## src/rtl/seed_scheduler.sv

```systemverilog
// seed_scheduler: round-robin owner of the single TRNG seed accumulator.
// Each grant runs one fresh collection: raise acc_start, wait for the seed,
// present it to exactly one requester with a valid/ack handshake, then zeroize.
//
// Ports:
//   clk, rst_n      clock, asynchronous active-low reset
//   req, ack        per-requester level request / seed-consumed strobe
//   seed_out        delivered seed, all-zero whenever seed_valid == 0
//   seed_valid      one-hot presentation strobe for the grantee
//   grant_id        index of the current or last grantee
//   busy            high in every state except idle
//   seeds_served    wrapping count of completed deliveries
//   trng_stall      sticky: collection exceeded TIMEOUT_CYCLES; stall_clr clears
//   acc_start       accumulator start
//   acc_collecting, acc_seed_ready, acc_seed   accumulator status and data
module seed_scheduler #(
  parameter int unsigned NUM_REQ        = 4,
  parameter int unsigned SEED_WIDTH     = 256,
  parameter int unsigned TIMEOUT_CYCLES = 4096
) (
  input  logic                       clk,
  input  logic                       rst_n,
  input  logic [NUM_REQ-1:0]         req,
  input  logic [NUM_REQ-1:0]         ack,
  output logic [SEED_WIDTH-1:0]      seed_out,
  output logic [NUM_REQ-1:0]         seed_valid,
  output logic [$clog2(NUM_REQ)-1:0] grant_id,
  output logic                       busy,
  output logic [15:0]                seeds_served,
  output logic                       trng_stall,
  input  logic                       stall_clr,
  output logic                       acc_start,
  input  logic                       acc_collecting,
  input  logic                       acc_seed_ready,
  input  logic [SEED_WIDTH-1:0]      acc_seed
);

  localparam int unsigned IdW  = $clog2(NUM_REQ);
  localparam int unsigned CntW = $clog2(TIMEOUT_CYCLES + 1);

  typedef enum logic [2:0] {StIdle, StStart, StWait, StDeliver, StRelease} state_e;

  state_e            state;
  logic [IdW-1:0]    ptr;
  logic [CntW-1:0]   wait_cnt;

  logic [IdW-1:0]     pick;
  logic [IdW-1:0]     ptr_next;
  logic [NUM_REQ-1:0] grant_onehot;
  logic               found;
  int unsigned        idx;
  int unsigned        nxt;

  // First set request at or after the pointer, wrapping around.
  always_comb begin
    pick  = '0;
    found = 1'b0;
    idx   = 0;
    for (int unsigned k = 0; k < NUM_REQ; k++) begin
      idx = (32'(ptr) + k) % NUM_REQ;
      if (!found && req[idx[IdW-1:0]]) begin
        pick  = idx[IdW-1:0];
        found = 1'b1;
      end
    end
    nxt          = (32'(pick) + 32'd1) % NUM_REQ;
    ptr_next     = nxt[IdW-1:0];
    grant_onehot = NUM_REQ'(1) << grant_id;
  end

  always_ff @(posedge clk or negedge rst_n) begin
    if (!rst_n) begin
      state        <= StIdle;
      ptr          <= '0;
      grant_id     <= '0;
      wait_cnt     <= '0;
      seed_out     <= '0;
      seed_valid   <= '0;
      busy         <= 1'b0;
      seeds_served <= '0;
      trng_stall   <= 1'b0;
      acc_start    <= 1'b0;
    end else begin
      // A set later in this block overrides the clear, so set wins.
      if (stall_clr) trng_stall <= 1'b0;
      unique case (state)
        StIdle: begin
          // A still-asserted seed_ready belongs to a previous grant; never reuse it.
          if (|req && !acc_seed_ready) begin
            grant_id  <= pick;
            ptr       <= ptr_next;
            acc_start <= 1'b1;
            busy      <= 1'b1;
            state     <= StStart;
          end
        end
        StStart: begin
          if (acc_collecting) begin
            wait_cnt <= '0;
            state    <= StWait;
          end
        end
        StWait: begin
          if (wait_cnt != CntW'(TIMEOUT_CYCLES)) wait_cnt <= wait_cnt + CntW'(1);
          // Fires once, on the edge the counter reaches the limit.
          if (wait_cnt == CntW'(TIMEOUT_CYCLES - 1)) trng_stall <= 1'b1;
          if (acc_seed_ready) begin
            acc_start <= 1'b0;
            if (req[grant_id]) begin
              seed_out   <= acc_seed;
              seed_valid <= grant_onehot;
              state      <= StDeliver;
            end else begin
              // Requester withdrew: drop the seed, it is never presented.
              state <= StRelease;
            end
          end
        end
        StDeliver: begin
          if (ack[grant_id] || !req[grant_id]) begin
            seed_out   <= '0;
            seed_valid <= '0;
            if (ack[grant_id]) seeds_served <= seeds_served + 16'd1;
            state <= StRelease;
          end
        end
        StRelease: begin
          if (!acc_seed_ready) begin
            busy  <= 1'b0;
            state <= StIdle;
          end
        end
        default: state <= StIdle;
      endcase
    end
  end

endmodule

```

## config.mk

```make
export PLATFORM = sky130hd
export DESIGN_NAME = seed_scheduler
export DESIGN_NICKNAME = d
export VERILOG_FILES = /design/src/rtl/seed_scheduler.sv
export SDC_FILE = /design/constraint.sdc
export NUM_CORES = 1
export LEC_CHECK = 0
export CAP_MARGIN = 20
export CELL_PAD_IN_SITES_DETAIL_PLACEMENT = 1
export CELL_PAD_IN_SITES_GLOBAL_PLACEMENT = 2
export CORE_AREA = 2 2 212 214
export CTS_CLUSTER_SIZE = 25
export DETAILED_ROUTE_END_ITERATION = 16
export DIE_AREA = 0 0 214 216
export DONT_BUFFER_PORTS = 1
export HOLD_SLACK_MARGIN = 0.05
export PLACE_DENSITY = 0.61
export SYNTH_ARGS = -nofsm -noshare
export SYNTH_HDL_FRONTEND = slang
export SYNTH_SLANG_ARGS = --single-unit
```

## constraint.sdc

```tcl
create_clock -name clk -period 2.7 [get_ports clk]
set_input_delay 0.27 -clock clk [delete_from_list [all_inputs] [get_ports clk]]
set_output_delay 0.27 -clock clk [all_outputs]
set_load 0.01 [all_outputs]
```

==> summary.md <==
| Metric | Value |
|---|---|
| Area growth from synthesis to layout | `39.2%` |
| Remaining antenna violation count | `0` |
| Worst r2r path cells | `6` |
| Fill cell count | `4563` |
| Placement Cell Area | `11900 sq um` |
| Final worst clock skew | `0.0113 ns` |
| Family with the most delay on the worst path | `multiplexers` |
| Standby leakage power | `7.17 nW` |
| Net Count, Synth | `1064` |
| Transition time of the tightest slew-check pin | `0.717 ns` |
| Routability congestion estimate | `0.850` |
| Internal reg-to-reg setup slack | `0.23 ns` |
| Leading cell types by count after synthesis | `sky130_fd_sc_hd__dfrtp_1 (299), sky130_fd_sc_hd__a22o_1 (258), sky130_fd_sc_hd__clkbuf_1 (35), sky130_fd_sc_hd__xnor2_1 (18)` |
| Ys async rst share | `100%` |
| Htree depth | `2` |
| CTS buffer count | `34` |
| Fraction of final layout cells sized beyond drive strength 1 | `8.79%` |
| Ordered cell list for the critical path | `mux4_2 -> nand2b_1 -> a31oi_4 -> buf_12 -> buf_12 -> a22o_1` |
| Rel. slew slack | `51.7%` |
| Number of antenna violations at the first check in global routing | `3` |
| Number of logic stages on the critical path including buffering | `6` |
| Clk buf depth | `3` |
| Data arrival time of the critical path | `2.93 ns` |
| Worst-skew pair later-pin latency | `0.54 ns` |
| Number of warnings reported in the yosys synthesis log | `0` |
| Count of endpoints failing hold in the final timing report | `299` |
| RSZ-0062 raised after global routing | `false` |
| TritonRoute pass-1 iters | `5` |
| Predominant post-synthesis flop cell | `sky130_fd_sc_hd__dfrtp_1` |
| Startpoint type of the worst setup path | `register` |
| Number of I/O pins | `550` |
| Via density | `5.08` |
| Violated checks | `hold timing` |
| Crit-path max FO | `55` |
| Startpoint of the worst-slack reg-to-reg timing path | `grant_id[0]$_DFFE_PN0P_` |
| Port Buffers | `0` |
| Number of global-route vias before repair | `9128` |
| Total Nets Final | `1317` |
| Count of flip-flops with a built-in enable after synthesis | `0` |
| Dominant cell by count in the synthesized netlist | `sky130_fd_sc_hd__dfrtp_1` |
| Setup TNS after final layout | `0 ns` |
| Global routing usage summed across all routing layers | `17.4%` |
| Area enclosed by the die boundary | `46200 sq um` |
| Proportion of synthesized chip area in sequential cells | `66.7%` |
| Critical path class | `reg -> reg` |
| Post-route design area | `15600 sq um` |
| Core region area | `43800 sq um` |
| Power Total | `18.0 mW` |
| Distinct cells, synth | `49` |
| Routed wire per std cell | `24.6 um` |
| Power density over the cells | `1150 nW/um^2` |
| Most used cell, CP | `sky130_fd_sc_hd__buf_12` |
| Share of the clock period used by the worst path after layout | `91.4%` |
| Count of hold buffers inserted by post-cts repair | `261` |
| Kind of end point of the critical path | `register` |
| Starting density of the core | `25.6%` |
| Required time of the worst setup path | `3.17 ns` |
| Worst Hold Margin | `-0.569 ns` |
| Final routed wirelength across all metal layers | `41000 um` |
| Result of the run | `complete, but fails checks` |
| Final count of negative-setup-slack endpoints | `0` |
| Synthesized instance count | `792` |
| Die extent in y | `216 um` |
| Critical Path Slowest Stage Cell | `sky130_fd_sc_hd__mux4_2` |
| Worst IR drop on VDD | `452 uV` |
| Per-instance average area after synthesis | `14.2 sq um` |
| Vias | `8456` |
| Residual overflow from global routing | `0` |
| Wire length of the first global-routing pass | `61800 um` |
| Delay of the slowest critical-path stage | `0.58 ns` |
| Number of cell rows | `77` |
| WP buf/inv | `2` |
| Sinks on the clock net | `299` |
| Post-Syn Area | `11200 sq um` |
| Largest net degree at the start of global routing | `300` |
| Clock tree from TritonCTS | `yes` |
| Synth top area share | `66.7%` |
| Half-perimeter wire length of the detailed placement result | `25200 um` |
| Horizontal die dimension | `214 um` |
| Max-cap viol count | `0` |
| Final Core Density | `35.6%` |
| Biggest area contributors in the synthesized netlist | `sky130_fd_sc_hd__dfrtp_1 (67%), sky130_fd_sc_hd__a22o_1 (20%), sky130_fd_sc_hd__xnor2_1 (1.4%)` |
| Clock-pin slew on the worst setup and hold paths | `0.06 ns` |
| Total DRC errors in the routed layout | `0` |
| Number of slew-limit violations in the final report | `0` |
| Clock root buffer master | `sky130_fd_sc_hd__clkbuf_16` |
| Post-route minimum period | `2.47 ns` |
| Max Clk Rate | `405 MHz` |
| End of the worst register-to-register path | `seed_out[220]$_DFFE_PN0P_` |
| Cell taking the most area after synthesis | `sky130_fd_sc_hd__dfrtp_1` |
| Number of violations reported at the end of detailed-routing iteration 0 | `578` |
| Hold WC Path Type | `in -> async` |
| Number of synthesized register bits | `299` |
cell type report:
| type | instances | area, sq um | share of cell area (%) |
|---|---|---|---|
| clock inverters | 11 | 82.6 | 0.529 |
| multi-input cells | 416 | 3380 | 21.6 |
| inverters | 10 | 37.5 | 0.240 |
| well taps | 592 | 741 | 4.74 |
| flip-flops and latches | 299 | 7480 | 47.9 |
| clock buffers | 49 | 997 | 6.39 |
| repair buffers | 284 | 2890 | 18.5 |
| diodes | 3 | 7.51 | 0.0481 |
routing by layer:
layer	up-vias	GRT usage, %	routed length [um]
li1	3539	-	-
met5	-	0	0
met3	83	5.60	3230
met1	4375	19.8	15400
met2	459	29.2	20200
met4	0	8.95	2090
cells by family after synthesis:
group	after synthesis	synth area share (%)
AOI/OAI and AO/OA	302	23.1
DFF	299	66.7
and+or+nand+nor	83	4.11
buffers and inverters	77	3.24
xor gates and xnor gates	19	1.48
muxes	9	1.07
adders and majority gates	3	0.335
where the power goes:
part | total (mW) | switching (mW) | leakage (nW) | internal (mW)
registers | 9.63 | 3.14 | 4.01 | 6.49
clock network | 4.47 | 1.89 | 0.531 | 2.58
logic | 3.91 | 1.73 | 2.63 | 2.18
registers in the layout, summed over array words and instances (netlist names):
| register | count |
|---|---|
| acc_start | 1 |
| seed_valid | 4 |
| trng_stall | 1 |
| seed_out | 256 |
| wait_cnt | 13 |
| busy | 1 |
| grant_id | 2 |
| state | 3 |
| ptr | 2 |
| seeds_served | 16 |
placed cells by master, fill, tap and decap left out, types with 3 or more instances in the layout:
cell,Yosys,layout
sky130_fd_sc_hd__buf_12,0,8
sky130_fd_sc_hd__nor2b_1,3,3
sky130_fd_sc_hd__clkbuf_1,35,6
sky130_fd_sc_hd__a21oi_1,6,6
sky130_fd_sc_hd__dfrtp_1,299,299
sky130_fd_sc_hd__diode_2,0,3
sky130_fd_sc_hd__xnor2_1,18,18
sky130_fd_sc_hd__clkinv_2,0,5
sky130_fd_sc_hd__nor2_1,17,17
sky130_fd_sc_hd__nor3b_1,5,5
sky130_fd_sc_hd__inv_1,10,10
sky130_fd_sc_hd__nand2b_1,4,4
sky130_fd_sc_hd__mux2i_1,3,3
sky130_fd_sc_hd__nand4_1,14,14
sky130_fd_sc_hd__ha_1,3,3
sky130_fd_sc_hd__dlygate4sd3_1,0,261
sky130_fd_sc_hd__a31o_2,3,3
sky130_fd_sc_hd__clkbuf_8,0,9
sky130_fd_sc_hd__mux2_2,4,4
sky130_fd_sc_hd__nand2_1,12,12
sky130_fd_sc_hd__nand3_1,9,9
sky130_fd_sc_hd__and3_1,4,3
sky130_fd_sc_hd__a211oi_1,6,6
sky130_fd_sc_hd__buf_4,12,14
sky130_fd_sc_hd__clkbuf_16,0,34
sky130_fd_sc_hd__o21ai_0,10,10
sky130_fd_sc_hd__a22o_1,258,258
sky130_fd_sc_hd__nor4_1,4,4
repair_timing:
action | in CTS | in global routing
endpoints found under the hold margin | 564 | 299
resized for setup | 0 | 1
endpoints found under the setup margin | 0 | 17
setup buffers | 0 | 0
stage by stage:
stage,instances,worst slack [ns]
after global routing,1664,0.115
after floorplan,792,0.559
after global placement,1340,0.289
after detailed placement,1340,0.253
final,1664,0.232
after CTS,1661,0.240
worst max path at each step:
stage	from	slack (ns)	endpoint
floorplan	grant_id[0]$_DFFE_PN0P_	0.56	seed_out[32]$_DFFE_PN0P_
global placement	state[1]$_DFFE_PN0P_	0.29	seed_out[186]$_DFFE_PN0P_
detailed placement	grant_id[0]$_DFFE_PN0P_	0.25	seed_out[168]$_DFFE_PN0P_
CTS	state[1]$_DFFE_PN0P_	0.24	seed_out[168]$_DFFE_PN0P_
global route	grant_id[0]$_DFFE_PN0P_	0.11	seed_out[169]$_DFFE_PN0P_
finish	grant_id[0]$_DFFE_PN0P_	0.23	seed_out[220]$_DFFE_PN0P_
Power figures use the tool's default switching activity.
